**config.mk**
```make
export PLATFORM = sky130hd
export DESIGN_NAME = branch_resolve_bht_flat
export DESIGN_NICKNAME = d
export VERILOG_FILES = /design/src/rtl/branch_resolve_bht_if.sv /design/src/rtl/branch_resolve_bht.sv /design/src/flat_wrapper.sv
export SDC_FILE = /design/constraint.sdc
export NUM_CORES = 1
export LEC_CHECK = 0
export CAP_MARGIN = 0
export CORE_ASPECT_RATIO = 1.2
export CORE_MARGIN = 2
export CORE_UTILIZATION = 45
export CTS_CLUSTER_SIZE = 24
export DETAILED_ROUTE_END_ITERATION = 8
export PLACE_DENSITY = 0.78
export SETUP_SLACK_MARGIN = 0.1
export SLEW_MARGIN = 20
export SYNTH_ARGS = -nofsm -noshare
export SYNTH_HDL_FRONTEND = slang
export SYNTH_SLANG_ARGS = --single-unit
```
**constraint.sdc**
```tcl
create_clock -name clk -period 5.5 [get_ports clk]
set_input_delay 1.1 -clock clk [delete_from_list [all_inputs] [get_ports clk]]
set_output_delay 1.1 -clock clk [all_outputs]
set_load 0.02 [all_outputs]
```
**src/rtl/branch_resolve_bht_if.sv**
```systemverilog
// Branch resolve / prediction bus between the IF/ID pipeline and the
// branch_resolve_bht unit.
//   if_pc, if_pred_taken            : fetch-side BHT lookup
//   id_valid .. rs2Data             : ID-stage instruction and forwarded operands
//   Branch, mispredict, br_illegal  : combinational resolve results
// master = pipeline side, slave = branch unit side.
interface branch_resolve_bht_if #(
  parameter int XLEN = 32
);
  logic [XLEN-1:0] if_pc;
  logic            if_pred_taken;
  logic            id_valid;
  logic            id_stall;
  logic [6:0]      id_opcode;
  logic [2:0]      id_funct3;
  logic [XLEN-1:0] id_pc;
  logic            id_pred_taken;
  logic [XLEN-1:0] rs1Data;
  logic [XLEN-1:0] rs2Data;
  logic            Branch;
  logic            mispredict;
  logic            br_illegal;

  modport master (
    output if_pc, id_valid, id_stall, id_opcode, id_funct3, id_pc,
           id_pred_taken, rs1Data, rs2Data,
    input  if_pred_taken, Branch, mispredict, br_illegal
  );

  modport slave (
    input  if_pc, id_valid, id_stall, id_opcode, id_funct3, id_pc,
           id_pred_taken, rs1Data, rs2Data,
    output if_pred_taken, Branch, mispredict, br_illegal
  );
endinterface

```
**src/rtl/branch_resolve_bht.sv**
```systemverilog
// Branch resolution and prediction unit for the ID stage.
// Resolves RV32I conditional branches on forwarded operands, holds a BHT of
// 2-bit saturating counters read combinationally by IF, flags mispredictions
// and keeps saturating statistics counters.
// Ports:
//   clk, rst_n      : clock (rising edge), async active-low reset
//   br_if (slave)   : IF lookup, ID resolve inputs and resolve results
//   stat_clr        : synchronous clear of both statistics counters
//   branch_cnt      : resolved branch count (saturating)
//   mispredict_cnt  : misprediction count (saturating)
module branch_resolve_bht #(
  parameter int XLEN      = 32,
  parameter int BHT_DEPTH = 64,
  parameter int IDX_W     = $clog2(BHT_DEPTH),
  parameter int CNT_W     = 16
) (
  input  logic                clk,
  input  logic                rst_n,
  branch_resolve_bht_if.slave br_if,
  input  logic                stat_clr,
  output logic [CNT_W-1:0]    branch_cnt,
  output logic [CNT_W-1:0]    mispredict_cnt
);

  localparam logic [6:0] OP_BRANCH = 7'h63;
  localparam logic [1:0] BHT_INIT  = 2'b01;

  if (BHT_DEPTH < 2 || (BHT_DEPTH & (BHT_DEPTH - 1)) != 0) begin : g_bad_depth
    $error("BHT_DEPTH must be a power of two and at least 2");
  end

  logic             is_branch;
  logic             f3_legal;
  logic             resolve;
  logic             upd_en;
  logic             eq;
  logic             lt;
  logic             ltu;
  logic             taken;
  logic [IDX_W-1:0] if_idx;
  logic [IDX_W-1:0] id_idx;
  logic [1:0]       cur_ctr;
  logic [1:0]       nxt_ctr;

  logic [1:0]       bht_q [BHT_DEPTH];
  logic [1:0]       bht_d [BHT_DEPTH];
  logic [CNT_W-1:0] branch_cnt_q;
  logic [CNT_W-1:0] branch_cnt_d;
  logic [CNT_W-1:0] mispredict_cnt_q;
  logic [CNT_W-1:0] mispredict_cnt_d;

  // PC bits outside the index field never affect the lookup.
  logic unused_pc_bits;
  assign unused_pc_bits = ^{br_if.if_pc[1:0], br_if.id_pc[1:0],
                            br_if.if_pc[XLEN-1:IDX_W+2],
                            br_if.id_pc[XLEN-1:IDX_W+2]};

  assign if_idx = br_if.if_pc[IDX_W+1:2];
  assign id_idx = br_if.id_pc[IDX_W+1:2];

  // Resolve. Explicit comparators rather than an adder so that operands
  // summing to zero are not mistaken for equal.
  always_comb begin
    is_branch = (br_if.id_opcode == OP_BRANCH);
    f3_legal  = (br_if.id_funct3 != 3'd2) && (br_if.id_funct3 != 3'd3);
    resolve   = br_if.id_valid & is_branch & f3_legal;
    upd_en    = resolve & ~br_if.id_stall;

    eq  = (br_if.rs1Data == br_if.rs2Data);
    lt  = ($signed(br_if.rs1Data) < $signed(br_if.rs2Data));
    ltu = (br_if.rs1Data < br_if.rs2Data);

    taken = 1'b0;
    case (br_if.id_funct3)
      3'd0:    taken = eq;
      3'd1:    taken = ~eq;
      3'd4:    taken = lt;
      3'd5:    taken = ~lt;
      3'd6:    taken = ltu;
      3'd7:    taken = ~ltu;
      default: taken = 1'b0;
    endcase
  end

  assign br_if.Branch        = resolve & taken;
  assign br_if.mispredict    = resolve & (taken != br_if.id_pred_taken);
  assign br_if.br_illegal    = br_if.id_valid & is_branch & ~f3_legal;
  // No write-to-read bypass: IF always sees the registered entry.
  assign br_if.if_pred_taken = bht_q[if_idx][1];

  // BHT next state: one saturating counter step at the ID index.
  always_comb begin
    cur_ctr = bht_q[id_idx];
    nxt_ctr = cur_ctr;
    if (taken) begin
      if (cur_ctr != 2'b11) nxt_ctr = cur_ctr + 2'b01;
    end else begin
      if (cur_ctr != 2'b00) nxt_ctr = cur_ctr - 2'b01;
    end

    bht_d = bht_q;
    if (upd_en) bht_d[id_idx] = nxt_ctr;
  end

  // Statistics; clear wins over a coincident increment.
  always_comb begin
    branch_cnt_d     = branch_cnt_q;
    mispredict_cnt_d = mispredict_cnt_q;
    if (stat_clr) begin
      branch_cnt_d     = '0;
      mispredict_cnt_d = '0;
    end else if (upd_en) begin
      if (~&branch_cnt_q) branch_cnt_d = branch_cnt_q + CNT_W'(1);
      if (br_if.mispredict && ~&mispredict_cnt_q)
        mispredict_cnt_d = mispredict_cnt_q + CNT_W'(1);
    end
  end

  always_ff @(posedge clk or negedge rst_n) begin
    if (!rst_n) begin
      for (int i = 0; i < BHT_DEPTH; i++) bht_q[i] <= BHT_INIT;
      branch_cnt_q     <= '0;
      mispredict_cnt_q <= '0;
    end else begin
      bht_q            <= bht_d;
      branch_cnt_q     <= branch_cnt_d;
      mispredict_cnt_q <= mispredict_cnt_d;
    end
  end

  assign branch_cnt     = branch_cnt_q;
  assign mispredict_cnt = mispredict_cnt_q;

endmodule

```
**src/flat_wrapper.sv**
```systemverilog
// flat-port wrapper written by rule: the top's interface ports become plain ports
module branch_resolve_bht_flat 
#(
  parameter int XLEN      = 32,
  parameter int BHT_DEPTH = 64,
  parameter int IDX_W     = $clog2(BHT_DEPTH),
  parameter int CNT_W     = 16
)
  (clk, rst_n, stat_clr, branch_cnt, mispredict_cnt, br_if_if_pc, br_if_id_valid, br_if_id_stall, br_if_id_opcode, br_if_id_funct3, br_if_id_pc, br_if_id_pred_taken, br_if_rs1Data, br_if_rs2Data, br_if_if_pred_taken, br_if_Branch, br_if_mispredict, br_if_br_illegal);
  branch_resolve_bht_if #(.XLEN(XLEN)) br_if_i ();
  input  logic clk;
  input  logic rst_n;
  input  logic stat_clr;
  output logic [CNT_W-1:0] branch_cnt;
  output logic [CNT_W-1:0] mispredict_cnt;
  input wire logic [$bits(br_if_i.if_pc)-1:0] br_if_if_pc;
  input wire logic [$bits(br_if_i.id_valid)-1:0] br_if_id_valid;
  input wire logic [$bits(br_if_i.id_stall)-1:0] br_if_id_stall;
  input wire logic [$bits(br_if_i.id_opcode)-1:0] br_if_id_opcode;
  input wire logic [$bits(br_if_i.id_funct3)-1:0] br_if_id_funct3;
  input wire logic [$bits(br_if_i.id_pc)-1:0] br_if_id_pc;
  input wire logic [$bits(br_if_i.id_pred_taken)-1:0] br_if_id_pred_taken;
  input wire logic [$bits(br_if_i.rs1Data)-1:0] br_if_rs1Data;
  input wire logic [$bits(br_if_i.rs2Data)-1:0] br_if_rs2Data;
  output wire logic [$bits(br_if_i.if_pred_taken)-1:0] br_if_if_pred_taken;
  output wire logic [$bits(br_if_i.Branch)-1:0] br_if_Branch;
  output wire logic [$bits(br_if_i.mispredict)-1:0] br_if_mispredict;
  output wire logic [$bits(br_if_i.br_illegal)-1:0] br_if_br_illegal;
  assign br_if_i.if_pc = br_if_if_pc;
  assign br_if_i.id_valid = br_if_id_valid;
  assign br_if_i.id_stall = br_if_id_stall;
  assign br_if_i.id_opcode = br_if_id_opcode;
  assign br_if_i.id_funct3 = br_if_id_funct3;
  assign br_if_i.id_pc = br_if_id_pc;
  assign br_if_i.id_pred_taken = br_if_id_pred_taken;
  assign br_if_i.rs1Data = br_if_rs1Data;
  assign br_if_i.rs2Data = br_if_rs2Data;
  assign br_if_if_pred_taken = br_if_i.if_pred_taken;
  assign br_if_Branch = br_if_i.Branch;
  assign br_if_mispredict = br_if_i.mispredict;
  assign br_if_br_illegal = br_if_i.br_illegal;
  branch_resolve_bht #(.XLEN(XLEN), .BHT_DEPTH(BHT_DEPTH), .IDX_W(IDX_W), .CNT_W(CNT_W)) u_core (.clk(clk), .rst_n(rst_n), .br_if(br_if_i), .stat_clr(stat_clr), .branch_cnt(branch_cnt), .mispredict_cnt(mispredict_cnt));
endmodule
```
# [Word level (Yosys, flattened, before mapping)]
# Index checks and enable logic that the tools add are counted.
[classes] add_sub_neg=4 mul=0 n_div=0 n_lt_le_gt_ge=5 eq_ne=12 shift=0 mux=19 bitwise_logic=13 reduce_logical=12
[ops] operator="128-bit bitwise mux" count=1
[ops] operator="16-bit two-way mux" count=6
[ops] operator="32-bit less-than comparator" count=2
[ops] operator="16-bit by 1-bit adder with 16-bit output (second input constant)" count=2
[ops] operator="32-bit equality test" count=1
[ops] operator="16-bit AND reduction" count=2
[ops] operator="2-bit binary-select mux with 6-bit select" count=2
[ops] operator="2-bit two-way mux" count=8
[ops] operator="7-bit greater-or-equal comparator (second input constant)" count=2
[ops] operator="6-bit NOT with 7-bit output" count=2
[ops] operator="2-bit demux with 6-bit select" count=1
[ops] operator="3-bit equality test (second input constant)" count=4
[ops] operator="7-bit equality test (second input constant)" count=1
[ops] operator="7-bit by 1-bit less-than comparator with 1-bit output (second input constant)" count=1
[ops] operator="1-bit bitwise AND" count=6
[ops] operator="3-bit by 2-bit inequality test with 1-bit output (second input constant)" count=2
[ops] operator="1-bit case mux with 6 select lines" count=1
[ops] operator="2-bit nonzero test" count=3
[ops] operator="1-bit NOT" count=5
[ops] operator="2-bit inequality test (second input constant)" count=2
[ops] operator="2-bit AND reduction" count=2
[ops] operator="3-bit by 1-bit equality test with 1-bit output (second input constant)" count=1
[ops] operator="1-bit logical AND" count=3
[ops] operator="3-bit zero test" count=1
[ops] operator="other kinds (4)" count=4
[totals] register_bits=160 latch_bits=0 ram_bits=0 mem_bits_ro=0 inputBits=144 out_inout_bits=36 elab_cells=131 n_memories=0

# [Longest topological paths before layout]
# Gate-level depths: netlist of run 1.
[depth] ltp_word=9 depth_mapped=12 ltp_nobuf=10

# [Worst setup path after synthesis of run 1]
# OpenSTA, ideal clock, no wires.
[synth_timing] path_kind="in2out" startpoint="in br_if_rs2Data[10]" endpoint="out br_if_mispredict" t_arrival_ns=3.785 required_time_ns=4.400 slack_ns=0.615 stages=11 n_path_buf=2 path_cell_list="inv_1 ha_1 nand4_1 or4_1 or3_1 xor2_1 o32a_4 and4_4 buf_6 buf_6 nor3_1"
[synth_between] elab_chain_cells=5
[synth_rtl] element="start, declared" line_no="flat_wrapper.sv:24" source="input wire logic [$bits(br_if_i.rs2Data)-1:0] br_if_rs2Data;"
[synth_rtl] element="32-bit less-than comparator, or another cell as far along" line_no="branch_resolve_bht.sv:71" source="ltu = (br_if.rs1Data < br_if.rs2Data);"
[synth_rtl] element="1-bit NOT, on equally long branches" line_no="branch_resolve_bht.sv:80, branch_resolve_bht.sv:76, branch_resolve_bht.sv:78"
[synth_rtl] element="1-bit case mux with 6 select lines (*)" line_no="branch_resolve_bht.sv:74" source="case (br_if.id_funct3)"
[synth_rtl] element="1-bit inequality test (*)" line_no="branch_resolve_bht.sv:86" source="assign br_if.mispredict = resolve & (taken != br_if.id_pred_taken);"
[synth_rtl] element="1-bit bitwise AND (*)" line_no="branch_resolve_bht.sv:86"
[synth_rtl] element="end, declared" line_no="flat_wrapper.sv:27" source="output wire logic [$bits(br_if_i.mispredict)-1:0] br_if_mispredict;"
# Mark *: on every way between the ends. The rest lies on a longest branch, timed or not.

# [Worst setup path after layout of run 1]
[layout_timing] startpoint="in br_if_rs2Data[13]" endpoint="out br_if_mispredict"
# Same word-level chain as after synthesis.

==> results.sh, run 1 <==
export IMPL_drc=0
export IMPL_arrival_ns=4.13
export IMPL_grt_pass1_wl_mm=38.0
export IMPL_max_slew_margin_rel=0.307
export IMPL_initial_core_util=0.462
export IMPL_async_reset_ff_frac=1.00
export IMPL_min_period_over_period=0.950
export IMPL_top_usage_layer="met2"
export IMPL_die_y_um=162
export IMPL_finalPower_w=0.00259
export IMPL_grt_setup_unrepaired="no"
export IMPL_power_density_mw_per_mm2=223
export IMPL_place_congestion=0.804
export IMPL_path_clk_slew_ns=0.07
export IMPL_synth_top_area_frac=0.256
export IMPL_yosysMostFrequentCell="mux2_2"
export IMPL_ant_nets=0
export IMPL_cts_inserted_buffers=17
export IMPL_maxCapViolCount=0
export IMPL_max_freq_mhz=191
export IMPL_synth_common_cells="mux2_2 (134), dfrtp_1 (96), nand2_1 (90)"
export IMPL_post_cts_setup_buffers=0
export IMPL_outcome="completed"
export IMPL_tritoncts="built"
export IMPL_synth_cells=831
export IMPL_syn_avg_cell_area_um2=11.3
export IMPL_drt_iter0_markers=480
export IMPL_vias=7334
export IMPL_overflow=0
export IMPL_antenna_cells=0
export IMPL_ys_top_cells_by_area="dfrtp_1 (26%), dfstp_2 (18%), mux2_2 (16%), mux4_2 (5.0%), ha_1 (4.5%)"
export IMPL_grt_pass1_vias=7363
export IMPL_drv_slew=0
export IMPL_htreeDepth=4
export IMPL_port_buffers=127
export IMPL_die_area_mm2=0.0220
export IMPL_hold_buffers=0
export IMPL_core_mm2=0.0203
export IMPL_syn_nets=1009
export IMPL_hpwl_mm=16.5
export IMPL_period_minus_slack_ns=5.23
export IMPL_worstPathCellList="clkdlybuf4s50_1 -> inv_1 -> ha_1 -> nand4_1 -> or4_1 -> or3_1 -> xor2_1 -> o32a_4 -> buf_4 -> a31oi_4 -> nor3_1 -> clkdlybuf4s15_1"
export IMPL_vias_per_cell=5.91
export IMPL_syn_cell_area_mm2=0.00938
export IMPL_worstSetupStartpointType="input port"
export IMPL_synth_flop_cell="dfrtp_1"
export IMPL_worstSetupPathType="input port to output port"
export IMPL_endpoint_kind="output port"
export IMPL_n_fill_cell=1686
export IMPL_drt_wl_total_mm=23.9
export IMPL_ys_warn_count=0
export IMPL_fp_row_count=57
export IMPL_cts_sinks=160
export IMPL_synth_edf_count=0
export IMPL_postCtsResizedCells=2
export IMPL_routedWlPerCell_um=19.2
export IMPL_syn2layout_area_growth_pct=23.5
export IMPL_grt_max_degree=120
export IMPL_crit_slowest_cell="or4_1"
export IMPL_crit_required_ns=4.40
export IMPL_tightest_slew_ns=1.04
export IMPL_rrSetupSlack_ns=2.58
export IMPL_seq_area_mm2=0.00408
export IMPL_ios=180
export IMPL_multi_input_area_mm2=0.00487
export IMPL_grt_usage=0.222
export IMPL_vdd_drop_max_mv=0.197
export IMPL_synth_distinct_cells=54
export IMPL_synth_seq_area_share=0.435
export IMPL_synth_seq_cells=160
export IMPL_grt_use_met2=0.371
export IMPL_worstPathMaxFanout=4
export IMPL_fin_skew_ns=0.0146
export IMPL_leakage_nw=5.06
export IMPL_fin_util=0.570
export IMPL_root_buffer="clkbuf_16"
export IMPL_use_met1=0.273
export IMPL_antenna_found_initial=0
export IMPL_met3_usage=0.0543
export IMPL_layout_drive_gt1_share=0.323
export IMPL_setup_violations=0
export IMPL_synth_top_cell_by_area="dfrtp_1"
export IMPL_hold_class="flop to flop"
export IMPL_slowest_delay_ns=0.46
export IMPL_clock_tree_buffer_depth=2
export IMPL_clk_latency_ns=0.43
export IMPL_drtPass1Iterations=6
export IMPL_finalNetCount=1140
export IMPL_hold_viol=0
export IMPL_die_x_um=136
[worst max-delay path: cells and delay by family]
kind                       cells  cell delay [ns]
xor gates and xnor gates       1             0.16
buffers and inverters          4             0.95
and+or+nand+nor                4             1.11
AOI/OAI and AO/OA              2             0.50
adders and majority gates      1             0.30
[area by class of cell]
class	instances	area share
repair buffers	167	0.137
flip-flops and latches	160	0.352
well taps	265	0.0286
clock inverters	13	0.0106
multi-input cells	578	0.420
inverters	38	0.0123
clock buffers	19	0.0391
[path summary, 6_finish.rpt]
check	startpoint	end	cells after the start
min in group asynchronous	rst_n	u_core.bht_q[29]	1
min reg2reg	u_core.bht_q[123]	u_core.bht_q[123]	1
max reg2reg	u_core.bht_q[98]	u_core.bht_q[23]	7
max in group asynchronous	rst_n	u_core.bht_q[108]	2
min	u_core.bht_q[123]	u_core.bht_q[123]	1
max	br_if_rs2Data[13]	br_if_mispredict	12
[state kept, by name, indices dropped and copies added, names as in the netlist]
name / count
u_core.mispredict_cnt: 16
u_core.bht_q: 128
u_core.branch_cnt: 16
[routing by layer]
layer	vias to the layer above	part of all wire
met2	335	0.50
met4	0	0.031
li1	3304	-
met3	64	0.075
met1	3631	0.39
met5	-	0
[stage by stage]
stage / hold slack [ns] / setup slack (ns) / area [um^2] / instances / setup TNS [ns]
finish: 0.530 / 0.274 / 11600 / 1240 / 0
global route: 0.557 / 0.113 / 11600 / 1240 / 0
CTS: 0.531 / 0.213 / 11600 / 1240 / 0
detailed placement: 0.515 / -0.0418 / 11000 / 1208 / -0.0719
global placement: 0.508 / -0.0298 / 11000 / 1208 / -0.0508
floorplan: 0.497 / 0.615 / 9380 / 831 / 0
[kinds of logic after synthesis]
kind of cell / after synthesis / synth area share
DFF: 160 / 0.435
adders and majority gates: 36 / 0.0476
and+or+nand+nor: 252 / 0.144
buffers and inverters: 93 / 0.0460
muxes: 166 / 0.224
AOI/OAI and AO/OA: 108 / 0.0881
xor gates and xnor gates: 16 / 0.0149
[power by group]
| part | switching, W | internal [W] |
|---|---|---|
| clock network | 0.000524 | 0.000619 |
| registers | 0.000000222 | 0.00118 |
| logic | 0.000146 | 0.000120 |
| total | 0.000670 | 0.00192 |
[placed cells by master, fill, tap and decap left out, drive strengths merged, types with 11 or more instances in the layout]
cell and n:
a22oi 46, a21oi 18, xor2 11, dfstp 64, nor2 36, inv 44, nor2b 25, mux4 21
clkbuf 20, dfrtp 96, a22o 19, ha 34, nand2 90, clkdlybuf4s50 124, buf 40, nor3 22
mux2 143, nand4 30
Note: power is estimated with default switching activity, not from simulation.
==> run 2: changes to the inputs <==
--- a/config.mk
+++ b/config.mk
@@ -7,7 +7,6 @@
 export LEC_CHECK = 0
 export CAP_MARGIN = 0
 export CORE_ASPECT_RATIO = 1.2
-export CORE_MARGIN = 2
 export CORE_UTILIZATION = 45
 export CTS_CLUSTER_SIZE = 24
 export DETAILED_ROUTE_END_ITERATION = 8
==> run 2 against run 1 <==
Net effect:
- core utilization is 0.11 points higher
- routed wire length is 1.9% higher
- global-route usage is 1.2 points higher
- critical path type unchanged
- critical path depth is 1 lower
- sequential power hardly changed
- register-to-register slack better by 0.03 ns
==> results.sh, run 2 (synthesis gave the netlist of run 1 again) <==
export IMPL_drt_iter0_markers=569
export IMPL_grt_pass1_vias=7518
export IMPL_tightest_slew_ns=0.990
export IMPL_largest_reg_flops=128
export IMPL_crit_start="br_if_rs2Data[9]"
export IMPL_overflow=0
export IMPL_die_x_um=134
export IMPL_initial_core_util=0.462
export IMPL_leakage_nw=5.07
export IMPL_layout_drive_gt1_share=0.323
export IMPL_grt_max_degree=114
export IMPL_antenna_cells=0
export IMPL_tritoncts="built"
export IMPL_seqPwrFrac=0.453
export IMPL_hold_viol=0
export IMPL_vdd_drop_max_mv=0.181
export IMPL_arrival_ns=4.13
export IMPL_cpLargestDelayFamily="simple AND/OR/NAND/NOR gates"
export IMPL_htreeDepth=4
export IMPL_rrSetupSlack_ns=2.61
export IMPL_placed_cell_area_mm2=0.0110
export IMPL_ant_nets=0
export IMPL_p_sw_frac=0.253
export IMPL_drt_wl_total_mm=24.3
export IMPL_clk_latency_ns=0.43
export IMPL_crit_slowest_cell="or4_1"
export IMPL_grt_usage=0.234
export IMPL_post_cts_setup_buffers=0
export IMPL_worstPathCellList="clkdlybuf4s50_1 -> inv_1 -> ha_1 -> nand4_1 -> or4_1 -> or3_1 -> xor2_1 -> o32a_4 -> and4_4 -> nor3_1 -> dlygate4sd2_1"
export IMPL_p_clk_frac=0.443
export IMPL_crit_required_ns=4.40
export IMPL_drv_slew=0
export IMPL_slowest_delay_ns=0.52
export IMPL_hpwl_mm=17.0
export IMPL_endpoint_kind="output port"
export IMPL_min_from="u_core.bht_q[41]"
export IMPL_power_switching_w=0.000657
export IMPL_root_buffer="clkbuf_16"
export IMPL_path_clk_slew_ns=0.06
export IMPL_power_density_mw_per_mm2=224
export IMPL_die_y_um=160
export IMPL_finalNetCount=1142
export IMPL_hold_path_depth=1
export IMPL_antenna_found_initial=0
export IMPL_hold_class="flop to flop"
export IMPL_setup_violations=0
export IMPL_vias_per_cell=5.94
export IMPL_cts_sinks=160
export IMPL_period_minus_slack_ns=5.23
export IMPL_fin_util=0.571
export IMPL_final_common_cell="mux2_2"
export IMPL_max_slew_margin_rel=0.339
export IMPL_fp_row_count=57
export IMPL_maxCapViolCount=0
export IMPL_worstSetupPathType="input port to output port"
export IMPL_finalPower_w=0.00260
export IMPL_port_buffers=127
export IMPL_cp_num_buf_inv=3
export IMPL_ios=180
export IMPL_fin_skew_ns=0.0119
export IMPL_r2r_cells=7
export IMPL_regMostFlops="u_core.bht_q"
export IMPL_outcome="completed"
export IMPL_core_mm2=0.0203
export IMPL_holdPathEnd="u_core.bht_q[41]"
export IMPL_worstPathMaxFanout=4
export IMPL_cts_inserted_buffers=17
export IMPL_stdcell_area_mm2=0.0116
export IMPL_max_freq_mhz=191
export IMPL_r2r_end="u_core.bht_q[109]"
export IMPL_r2r_start="u_core.bht_q[80]"
export IMPL_syn2layout_area_growth_pct=23.8
export IMPL_die_area_mm2=0.0214
export IMPL_grt_setup_unrepaired="no"
export IMPL_min_period_over_period=0.951
export IMPL_grt_pass1_wl_mm=38.7
export IMPL_whs_ns=0.533
export IMPL_mostFrequentLayoutCells="mux2_2 (134), clkdlybuf4s50_1 (124), dfrtp_1 (96)"
export IMPL_worstSetupStartpointType="input port"
export IMPL_clock_tree_buffer_depth=2
export IMPL_combPwrFrac=0.104
export IMPL_vias=7372
export IMPL_drc=0
export IMPL_internal_power_w=0.00195
export IMPL_place_congestion=0.869
export IMPL_drtPass1Iterations=5
export IMPL_routedWlPerCell_um=19.6
==> run 2: layer usage <==
metal,up-vias,global-route usage,part of all wire
met4,0,0.121,0.042
met3,80,0.0543,0.067
li1,3294,-,-
met1,3692,0.271,0.38
met5,-,0,0
met2,306,0.399,0.51
==> run 2: how the worst max path moves through the flow <==
stage                                  end  slack [ns]  cells past startpoint
after floorplan           br_if_mispredict        0.62                     11
after global placement    br_if_mispredict       -0.04                     11
after detailed placement  br_if_mispredict       -0.02                     11
after CTS                 br_if_mispredict        0.25                     11
after global routing      br_if_mispredict        0.10                     11
final                     br_if_mispredict        0.27                     11
==> run 2: repair_timing <==
item | in CTS | in global routing
hold buffers | 0 | 0
gates resized for setup | 2 | 0
endpoints found under the setup margin | 2 | 0
==> run 2: final cells by class <==
type / count / area [um^2]
clock buffers: 19 / 443
clock inverters: 13 / 129
fillers: 1728 / 8710
inverters: 38 / 143
multi-input cells: 578 / 4870
flip-flops and latches: 160 / 4080
well taps: 265 / 332
repair buffers: 169 / 1610
==> run 2: worst reg2reg max path, cell delays in order (launching register included) <==
cell     delay [ns]
dfstp_2        0.37
a22o_1         0.21
o41ai_1        0.61
nand4_1        0.21
nor4b_2        0.29
inv_1          0.09
maj3_4         0.60
mux2_2         0.39
==> run 2: through the flow <==
step,setup slack [ns],instances,TNS [ns]
6_report,0.268,1242,0
3_5_place_dp,-0.0201,1210,-0.0201
4_1_cts,0.250,1242,0
5_1_grt,0.104,1242,0
3_3_place_gp,-0.0417,1210,-0.0417
2_1_floorplan,0.615,831,0
==> run 2: power groups by stage <==
stage | Sequential, W | Combinational, W | Clock, W
3_3_place_gp | 0.00120 | 0.000265 | 0
2_1_floorplan | 0.00120 | 0.000132 | 0
5_1_grt | 0.00118 | 0.000296 | 0.00122
6_report | 0.00118 | 0.000270 | 0.00115
3_5_place_dp | 0.00120 | 0.000270 | 0
4_1_cts | 0.00118 | 0.000272 | 0.00117
